===== config.mk =====
export PLATFORM = sky130hd
export DESIGN_NAME = ps2_mouse_cursor
export DESIGN_NICKNAME = d
export VERILOG_FILES = /design/src/rtl/ps2_mouse_cursor.sv
export SDC_FILE = /design/constraint.sdc
export NUM_CORES = 1
export LEC_CHECK = 0
export ABC_AREA = 1
export CAP_MARGIN = 20
export CORE_ASPECT_RATIO = 1.4
export CORE_MARGIN = 4
export CORE_UTILIZATION = 55
export CTS_CLUSTER_SIZE = 20
export DETAILED_ROUTE_END_ITERATION = 6
export PLACE_DENSITY = 0.91
export SETUP_SLACK_MARGIN = 0.4
export SLEW_MARGIN = 25
export SYNTH_ARGS = -nofsm -noshare
export SYNTH_HDL_FRONTEND = slang
export SYNTH_SLANG_ARGS = --single-unit
export TNS_END_PERCENT = 5

===== constraint.sdc =====
create_clock -name CLOCK_50 -period 3.06 [get_ports CLOCK_50]
set_input_delay 0.459 -clock CLOCK_50 [delete_from_list [all_inputs] [get_ports CLOCK_50]]
set_output_delay 0.459 -clock CLOCK_50 [all_outputs]
set_load 0.01 [all_outputs]

===== src/rtl/ps2_mouse_cursor.sv =====
// PS/2 mouse packet framer and clamped cursor integrator.
// Optional MOUSE_TIMEOUT_EN drops stale partial packets.
module ps2_mouse_cursor #(
  parameter int X_MAX          = 639,
  parameter int Y_MAX          = 479,
  parameter int X_INIT         = 320,
  parameter int Y_INIT         = 240,
  parameter int TIMEOUT_CYCLES = 1000000
) (
  input  logic       CLOCK_50,
  input  logic       reset_n,
  input  logic [7:0] rx_data,
  input  logic       rx_data_en,
  output logic [9:0] cursor_x,
  output logic [8:0] cursor_y,
  output logic [2:0] buttons,
  output logic [8:0] dx,
  output logic [8:0] dy,
  output logic       packet_valid,
  output logic       sync_err
);

  typedef enum logic [1:0] {
    WAIT_B1,
    WAIT_B2,
    WAIT_B3,
    COMMIT
  } state_t;

  state_t state;

  logic [6:0] hdr;
  logic [7:0] b2;
  logic [7:0] b3;

  logic               timeout;
  logic               take_b1;
  logic [8:0]         dx_eff;
  logic [8:0]         dy_eff;
  logic signed [11:0] x_next;
  logic signed [11:0] y_next;
  logic [9:0]         x_clamp;
  logic [8:0]         y_clamp;

`ifdef MOUSE_TIMEOUT_EN
  localparam int CW = $clog2(TIMEOUT_CYCLES + 1);

  logic [CW-1:0] idle_cnt;
  logic          mid_pkt;

  assign mid_pkt = (state == WAIT_B2) ||
                   (state == WAIT_B3);
  assign timeout = mid_pkt &&
    (idle_cnt == CW'(TIMEOUT_CYCLES - 1));

  always_ff @(posedge CLOCK_50 or negedge reset_n) begin
    if (!reset_n) begin
      idle_cnt <= '0;
    end else if (rx_data_en || !mid_pkt || timeout) begin
      idle_cnt <= '0;
    end else begin
      idle_cnt <= idle_cnt + 1'b1;
    end
  end
`else
  assign timeout = 1'b0;
`endif

  assign take_b1 = rx_data_en &&
    ((state == WAIT_B1) || (state == COMMIT) || timeout);

  always_comb begin
    dx_eff = hdr[5] ? 9'd0 : {hdr[3], b2};
    dy_eff = hdr[6] ? 9'd0 : {hdr[4], b3};
    x_next = $signed({2'b00, cursor_x}) +
             $signed({{3{dx_eff[8]}}, dx_eff});
    y_next = $signed({3'b000, cursor_y}) -
             $signed({{3{dy_eff[8]}}, dy_eff});
    if (x_next < 12'sd0) begin
      x_clamp = '0;
    end else if (x_next > X_MAX) begin
      x_clamp = 10'(X_MAX);
    end else begin
      x_clamp = x_next[9:0];
    end
    if (y_next < 12'sd0) begin
      y_clamp = '0;
    end else if (y_next > Y_MAX) begin
      y_clamp = 9'(Y_MAX);
    end else begin
      y_clamp = y_next[8:0];
    end
  end

  always_ff @(posedge CLOCK_50 or negedge reset_n) begin
    if (!reset_n) begin
      state        <= WAIT_B1;
      hdr          <= '0;
      b2           <= '0;
      b3           <= '0;
      cursor_x     <= 10'(X_INIT);
      cursor_y     <= 9'(Y_INIT);
      buttons      <= '0;
      dx           <= '0;
      dy           <= '0;
      packet_valid <= 1'b0;
      sync_err     <= 1'b0;
    end else begin
      packet_valid <= 1'b0;
      sync_err     <= 1'b0;

      if (state == COMMIT) begin
        cursor_x     <= x_clamp;
        cursor_y     <= y_clamp;
        buttons      <= hdr[2:0];
        dx           <= dx_eff;
        dy           <= dy_eff;
        packet_valid <= 1'b1;
        state        <= WAIT_B1;
      end

      if (timeout) begin
        sync_err <= 1'b1;
        state    <= WAIT_B1;
      end

      if (take_b1) begin
        if (rx_data[3]) begin
          hdr   <= {rx_data[7:4], rx_data[2:0]};
          state <= WAIT_B2;
        end else begin
          sync_err <= 1'b1;
          state    <= WAIT_B1;
        end
      end else if (rx_data_en && state == WAIT_B2) begin
        b2    <= rx_data;
        state <= WAIT_B3;
      end else if (rx_data_en && state == WAIT_B3) begin
        b3    <= rx_data;
        state <= COMMIT;
      end
    end
  end

endmodule


## Yosys cells after proc, flatten, opt, wreduce, memory -nomap -nowiden

Cells that the tools add are included.

- Output and inout bits: 42
- Register bits after elaboration: 67
- Input bits: 11
- Word-level logic and storage cells: 45

- Equal/unequal tests: 3
- Add/subtract/negate cells: 2
- Reductions and logical operators: 9
- Bitwise gates (word level): 2
- Multiplexer cells: 14
- $lt $le $gt $ge: 4

Operators with widths:

| kind | count |
|---|---|
| $mux W9 | 4 |
| $mux W10 | 2 |
| $add A11 B9 Y12 | 1 |
| $gt A12 B11 Y1 const B | 1 |
| $lt A12 B1 Y1 const B | 1 |
| $gt A11 B10 Y1 const B | 1 |
| $lt A11 B1 Y1 const B | 1 |
| $sub A10 B9 Y11 | 1 |
| $mux W2 | 4 |
| $eq A2 B2 Y1 const B | 2 |
| $mux W1 | 4 |
| $reduce_and A2 Y1 | 2 |
| $reduce_bool A4 Y1 | 1 |
| $logic_and A1 B1 Y1 | 3 |
| $reduce_and A3 Y1 | 1 |
| $eq A2 B1 Y1 const B | 1 |
| $logic_not A2 Y1 | 1 |
| $not A1 Y1 | 2 |
| $logic_or A1 B1 Y1 | 1 |

## Logic depth before layout (Yosys ltp)

Gate-level depths: netlist of run 1.

- Depth after elaboration: 5
- Mapped depth: 17
- Depth with buffers taken out: 17

## Worst setup path before layout of run 1

No wires, ideal clock.

- Path kind: reg-to-reg
- Start point: register hdr[5]
- End point: register cursor_x[0]
- Path slack: 880 ps
- Path buffers: 1
- Cell stages (with the launch flop): 18
- Data arrival time: 2064 ps
- Required time: 2944 ps
- Setup time: 116 ps
- Clock period less this slack: 2180 ps
- Cells stage by stage: dfrtp_1 buf_2 nor2_1 ha_1 inv_1 fa_1 inv_1 nand3_1 nand3_1 nand2_1 nand2_1 nand2_1 nand2_1 nand2_1 nand3_4 nand3_1 nand2_1 nand2_1

- Cells in the longest elaborated chain, start to end: 5
- Elaborated cells between the ends (all ways): 6
- Those cells by class: 1 x add/sub; 2 x order compare; 3 x mux

Ends and longest elaborated chain:

| element | RTL line | source |
|---|---|---|
| from (decl) | 32 | `logic [6:0] hdr;` |
| from (signal assigned) | 129 | `hdr <= {rx_data[7:4], rx_data[2:0]};` |
| $mux W9 (*) | 73 | `dx_eff = hdr[5] ? 9'd0 : {hdr[3], b2};` |
| named net dx_eff[0] | 38 | `logic [8:0] dx_eff;` |
| $add A11 B9 Y12 (*) | 75 | `x_next = $signed({2'b00, cursor_x}) +` |
| $gt A12 B11 Y1 | 81 | `end else if (x_next > X_MAX) begin` |
| $mux W10 | 81 |  |
| $mux W10 (*) | 79 | `if (x_next < 12'sd0) begin` |
| to (signal assigned) | 101 | `cursor_x <= 10'(X_INIT);` |
| to (signal assigned) | 113 | `cursor_x <= x_clamp;` |
| to (decl) | 14 | `output logic [9:0] cursor_x,` |

The timed path passes the listed nets; every way through them passes the cells marked *.
A chain may end at the register's enable or synchronous reset.

## Worst setup path after layout of run 1

Same ends and word-level chain as after synthesis.

==> results by group, run 1 <==
Global routing
  • Via count of the first global-routing pass: around 3600
  • Number of antenna violations at the first check in global routing: 0
  • Global-route wire length before repair: ~17000 µm
  • Total GRT Usage: around a quarter
  • Overflow left after global routing: 0
  • Pin count of the biggest net entering global routing: 41

Critical path
  • Data required time of the worst path: 3.31 ns
  • Buffer and inverter count on the worst path: 2
  • Kind of cell adding the most delay to the critical path: simple AND/OR/NAND/NOR gates
  • Arrival @ worst endpoint: between 2 and 3 ns
  • Category of the worst setup path capture point: flip-flop
  • Critical Path Max Stage Delay: 0.46 ns
  • Critical-path maximum fanout: 9
  • Start-to-end type of the worst setup path: flip-flop to flip-flop
  • Library cell contributing the largest single delay on the critical path: dfrtp_2
  • Most frequent cell on the critical path: nand2_1
  • FF-to-FF setup slack: ~0.65 ns
  • Crit Reg-Reg Startpoint: hdr[5]
  • Critical Path Source Type: flip-flop
  • CP Cell Sequence: nor2_2, ha_1, inv_1, fa_1, inv_1, nand3_1, nand3_1, nand2_1, nand2_1, nand2_1, nand2_1, nand2_1, nand3_4, nand3_1, nand2_1, nand2_1
  • Start point of the critical path: hdr[5]

Floorplan
  • Die Width: about 80 µm
  • Die Span Y: 108.6 µm
  • Die area: slightly below 9000 µm²
  • Number of placement rows: 36
  • Starting utilization of the core area: 56.95%
  • Core outline area: 6982 µm²
  • Number of top-level pins: 53

Yosys
  • Top cells by count, synth: 197 x nand2_1, 64 x inv_1, 61 x dfrtp_1
  • Count of flip-flops with a built-in enable after synthesis: 0
  • Count of mapped cells out of synthesis: roughly 520
  • Most common cell in the netlist: nand2_1
  • Largest area contributor in the synthesized netlist: dfrtp_1
  • Post-synthesis area per instance: approximately 7.6 µm²
  • Seq cells post-synth: 67
  • Post-synth top area share: 38.39%
  • Sequential share of the synthesized area: between 40% and 50%
  • Count of unique library cells instantiated by Yosys: 33
  • Total of warnings raised by yosys: 0
  • Most used flip-flop cell after synthesis: dfrtp_1
  • Async S/R FF share, synth: between 90% and 100%
  • Largest cells by area after synthesis: dfrtp_1 38%, nand2_1 19%, ha_1 7.6%, inv_1 6.0%, nand3_1 4.7%
  • Synthesized netlist net count: between 500 and 600
  • Combined area of all synthesized cells: 3976 µm²

Finish
  • Net total in the final layout: slightly above 600
  • Area overhead of the layout relative to synthesis: 20.55%
  • Fillcell total: a little under 600
  • Diodes inserted: 0
  • Number of cells in the finished layout apart from fillers: 679
  • Fraction of layout instances using a drive strength above 1: 9.075%

STA
  • Final min period: roughly 2.4 ns
  • Setup TNS: 0 ns
  • Count of final hold-check violations: 0
  • Max_slew headroom: between 50% and 60%
  • Unrepaired setup endpoints after global routing: false
  • Max-slew violation total from the final report: 0
  • Ratio of final minimum period to clock period: between 70% and 80%
  • Worst Tran Pin Value: between 0.6 and 0.7 ns
  • Final Setup Violations: 0
  • Fin Clk Skew: between 0.01 and 0.015 ns
  • Maximum clock rate: approximately 410 MHz

Power and ir drop
  • Pwr/cell area: approximately 1200 nW/µm²
  • Leakage power total: 0.002525 µW
  • Total power draw: 5623 µW
  • Max IR drop VDD: around 660 µV

Clock tree
  • Library cell used as clock root buffer: clkbuf_8
  • Clock input transition at the sequential cells of the worst setup and hold paths: around 0.080 ns
  • Post-CTS Resized: 0
  • CTS HTree Levels: 3
  • Number of buffers inserted for hold repair after clock tree synthesis: 0
  • Clock buffer depth: 2
  • Clock buffers created by TritonCTS: 9
  • Number of clock sinks seen by CTS: 67
  • Post-CTS setup buffer count: 0
  • TritonCTS clock tree: built
  • Clk_lat worst skew: approximately 0.36 ns

Outcome
  • Run status: complete, no violations

Place
  • Detailed-placement wirelength estimate: 7351 µm
  • Number of placed instances, taps included: approximately 660
  • Gp weighted congestion: around 0.92
  • Number of port buffers: between 50 and 60

Detailed routing
  • Total wire length: about 10000 µm
  • Starting DRC count in detailed routing: roughly 230
  • Remaining DRCs: 0
  • Post-route antenna net violation count: 0
  • Routed len/inst: 14.61 µm
  • Routed wire length on met3: about 420 µm
  • Met2 WL post-DR: between 5000 and 6000 µm
  • Routed length on met1: just over 4000 µm
  • DR top layer: met4
  • Post-detailed-route via-to-cell ratio: between 5 and 6
  • Routed via count: between 3000 and 4000
  • Total iterations of the first detailed-routing run: 5

Run
  • # Max-Cap Violations: 0

Worst hold path
  • Hold crit path type: primary input to asynchronous set/reset pin
## layout make-up
cell class / count / area, µm² / area share [%]
clock inverter: 5 / 37.54 / 0.7831
clock buffer: 11 / 151.4 / 3.158
multi-input combinational: 378 / 1994 / 41.61
tap: 95 / 118.9 / 2.480
inverter: 68 / 255.2 / 5.325
timing repair buffer: 55 / 550.5 / 11.49
sequential: 67 / 1685 / 35.16
## metrics by stage
step	hold slack, ns	setup WS (ns)	area (µm²)	util [%]
finish	0.1194	0.6483	4793	68.66
global route	0.1619	0.4326	4793	68.66
CTS	0.1338	0.6137	4790	68.60
detailed placement	0.4693	0.6678	4601	65.90
global placement	0.4591	0.7542	4601	65.90
floorplan	0.1634	0.8797	3976	-
## cell usage in the layout (no fill, tap or decap), types with 2 or more instances in the layout
cell and count:
xor2_1 3, fa_1 2, a21oi_2 2, nor2_4 2, ha_1 24, dfrtp_1 60, xnor2_1 5, clkbuf_8 11
nand2_2 2, clkdlybuf4s50_1 51, nand3_2 5, nand3b_1 2, nand3_1 37, nor2_1 26, nand2_1 197, o21ai_0 37
inv_2 4, dfstp_2 6, nand4_1 7, a21oi_1 8, nand2_4 2, clkinvlp_4 2, inv_1 64, o21bai_1 2
clkinv_4 2, o21ai_1 3, nor2_2 4, buf_4 2
## worst reg2reg max path, cell delays in order, from the launching register on
cell and delay (ns):
dfrtp_2 0.46, nor2_2 0.15, ha_1 0.21, inv_1 0.06, fa_1 0.40, inv_1 0.11, nand3_1 0.07, nand3_1 0.11
nand2_1 0.08, nand2_1 0.06, nand2_1 0.05, nand2_1 0.07, nand2_1 0.08, nand3_4 0.14, nand3_1 0.11, nand2_1 0.07
nand2_1 0.06
## worst paths after layout
kind                          endpoint  depth (start not counted)
max in group asynchronous  cursor_y[5]                          2
max reg2reg                cursor_x[0]                         16
min in group CLOCK_50            dy[8]                          2
min                        cursor_x[7]                          1
max                        cursor_x[0]                         16
min reg2reg                      dy[8]                          2
## flip-flops by register name (all words and copies together), names as in the netlist, 2 cells and up
signal and count:
b3 8, b2 8, state 2, cursor_y 9, dy 9, dx 9, hdr 7, cursor_x 10
buttons 3
## where the power goes
group	total [µW]	internal, µW	switching, µW
sequential	1550	1280	267
combinational	3370	1370	2000
clock	699	339	360
total	5620	2990	2630
## layer usage
layer  vias up  GRT usage (%)
met5         -              0
met4         0          13.16
met3        26          3.667
met2       106          44.03
met1      1682          28.72
li1       1768              -
## kinds of logic after synthesis
kind of cell	Yosys count	share of synthesized area, %
buf+inv	79	7.552
fa+ha+maj	26	8.559
xor+xnor	8	1.762
compound gates	56	7.584
flops	67	42.35
simple gates	288	32.19
(Power assumes the default switching activity.)
==> run 2, diff against run 1 <==
clock period = 2.53 ns   (was 3.06 ns; I/O delays follow)
==> run 2 against run 1 <==
Utilization is 9.9 points higher. Clock skew decreased by 0.0078 ns. Sequential power up 26%. Via count up 9.8%. Combinational power increased by 56%. Critical path type unchanged. Highest routed layer unchanged.
==> results by group, run 2 (same netlist as run 1, synthesis figures left out) <==
Outcome
  • Run status: complete, no violations

Detailed routing
  • Remaining DRCs: 0
  • Total iterations of the first detailed-routing run: 5
  • Post-route antenna net violation count: 0
  • Total wire length: between 10000 and 15000 µm
  • Post-detailed-route via-to-cell ratio: 5.587
  • Starting DRC count in detailed routing: about 340
  • Routed via count: between 3000 and 4000
  • Routed len/inst: approximately 17 µm

Finish
  • Number of flip-flops under the largest register name: 10
  • Finished layout cell area: roughly 5500 µm²
  • Most used cells in the layout excluding fill and tap cells: 181 x nand2_1, 59 x inv_1, 59 x dfrtp_1
  • Area overhead of the layout relative to synthesis: 38.01%
  • Fraction of layout instances using a drive strength above 1: a little under a quarter
  • Largest reg by FF count: cursor_x
  • Net total in the final layout: approximately 640
  • Diodes inserted: 0
  • Most common cell after layout, fill and taps aside: nand2_1

STA
  • Final Setup Violations: 0
  • Max-slew violation total from the final report: 0
  • Worst Tran Pin Value: 0.6139 ns
  • Fin Clk Skew: just under 0.007 ns
  • Max_slew headroom: roughly 60%
  • Maximum clock rate: ~460 MHz
  • Count of final hold-check violations: 0
  • Fin worst setup slack: about 0.34 ns
  • Ratio of final minimum period to clock period: between 80% and 90%
  • Unrepaired setup endpoints after global routing: true
  • Final min period: 2.194 ns
  • Setup TNS: 0 ns

Place
  • Placed Area: between 4000 and 5000 µm²
  • Pre-CTS WS: roughly 0.11 ns
  • Gp weighted congestion: ~0.9
  • Number of port buffers: 52
  • Detailed-placement wirelength estimate: between 7000 and 8000 µm

Critical path
  • Depth of the most critical reg-to-reg path: 14
  • Critical-path maximum fanout: 7
  • Arrival @ worst endpoint: between 2 and 2.5 ns
  • Critical path destination: cursor_y[1]
  • Start point of the critical path: hdr[6]
  • Worst flop-to-flop path endpoint: cursor_y[1]
  • Category of the worst setup path capture point: flip-flop
  • FF-to-FF setup slack: 0.34 ns
  • Start-to-end type of the worst setup path: flip-flop to flip-flop
  • Crit Reg-Reg Startpoint: hdr[6]
  • Data required time of the worst path: approximately 2.8 ns
  • Critical Path Source Type: flip-flop

Clock tree
  • Clock input transition at the sequential cells of the worst setup and hold paths: about 0.080 ns
  • Clock buffers created by TritonCTS: 9
  • TritonCTS clock tree: built
  • Number of buffers inserted for hold repair after clock tree synthesis: 0
  • Clock buffer depth: 2
  • Clk_lat worst skew: 0.35 ns
  • Library cell used as clock root buffer: clkbuf_8
  • CTS HTree Levels: 3
  • Number of clock sinks seen by CTS: between 60 and 70

Floorplan
  • Die Width: between 70 and 80 µm
  • Die Span Y: between 100 and 150 µm
  • Number of placement rows: 36
  • Number of top-level pins: 53
  • Die area: just under 9000 µm²
  • Starting utilization of the core area: between 50% and 60%
  • Core outline area: about 7000 µm²

Run
  • # Max-Cap Violations: 0

Worst hold path
  • Hold crit path type: primary input to asynchronous set/reset pin

Power and ir drop
  • Max IR drop VDD: between 900 and 1000 µV
  • Pwr/cell area: ~1500 nW/µm²
  • Leakage power total: 0.002736 µW

Global routing
  • Global-route wire length before repair: between 15000 and 20000 µm
  • Pin count of the biggest net entering global routing: between 60 and 70
  • Overflow left after global routing: 0
  • Number of antenna violations at the first check in global routing: 0
  • Total GRT Usage: 26.77%
  • Via count of the first global-routing pass: between 3000 and 4000
## run 2: cell types whose count changed in the layout (fill, tap and decap cells not counted), sizes merged
cell,before,now
clkbuf,11,12
nand3,43,44
clkinv,3,1
buf,4,27
nor2,33,34
bufinv,0,4
clkinvlp,2,0
inv,68,67
## run 2: metal layers
metal	global-route usage, %	vias up	routed length, µm
li1	-	1823	-
met1	30.28	1869	4365
met2	48.27	176	6104
met3	5.083	65	551
met4	12.08	0	619
met5	0	-	0
## run 2: power by group
group	leakage, µW	switching (µW)	total (µW)	internal [µW]
Clock	0.000137	418	1230	809
Sequential	0.000853	394	1950	1550
Combinational	0.00175	2980	5270	2280
## run 2: worst min path at each step
stage          cells after the start          end
6_report                           2  cursor_x[7]
3_3_place_gp                       2  cursor_x[7]
3_5_place_dp                       2  cursor_x[7]
4_1_cts                            2  cursor_x[7]
5_1_grt                            2  cursor_x[7]
2_1_floorplan                      0        b2[0]
## run 2: worst max-delay path, cell delays in order (launching register included)
cell and delay [ns]:
dfrtp_2 0.45, nor2_4 0.14, ha_2 0.20, inv_2 0.06
fa_2 0.39, nand3_2 0.08, nand3_2 0.09, nand3_2 0.10
nand2_1 0.06, nand2_1 0.07, nand2_2 0.07, nand3_4 0.13
nand3b_1 0.10, nand2_1 0.07, nand2_1 0.05
## run 2: final cells by class
cell class,instances,area [µm²]
clock buffers,12,155.1
fillers,438,1494
clock inverters,4,120.1
repair buffers,78,743.2
well taps,95,118.9
inverters,68,260.3
multi-input cells,380,2404
flip-flops and latches,67,1687
## run 2: timing repair
action,in CTS,in global routing
setup endpoints to repair,18,19
resized for setup,37,47
cloned,2,0
setup buffers,15,7
pin swaps,13,20
## run 2: metrics by stage
stage                     total power, µW  hold slack, ns  util (%)  instances
after floorplan                      4619         0.08391         -        524
after global placement               5801          0.4190     66.29        664
after detailed placement             5944          0.4268     66.29        664
after CTS                            7741         0.04042     74.44        697
after global routing                 9050         0.03268     78.60        704
final                                8440        0.007132     78.60        704
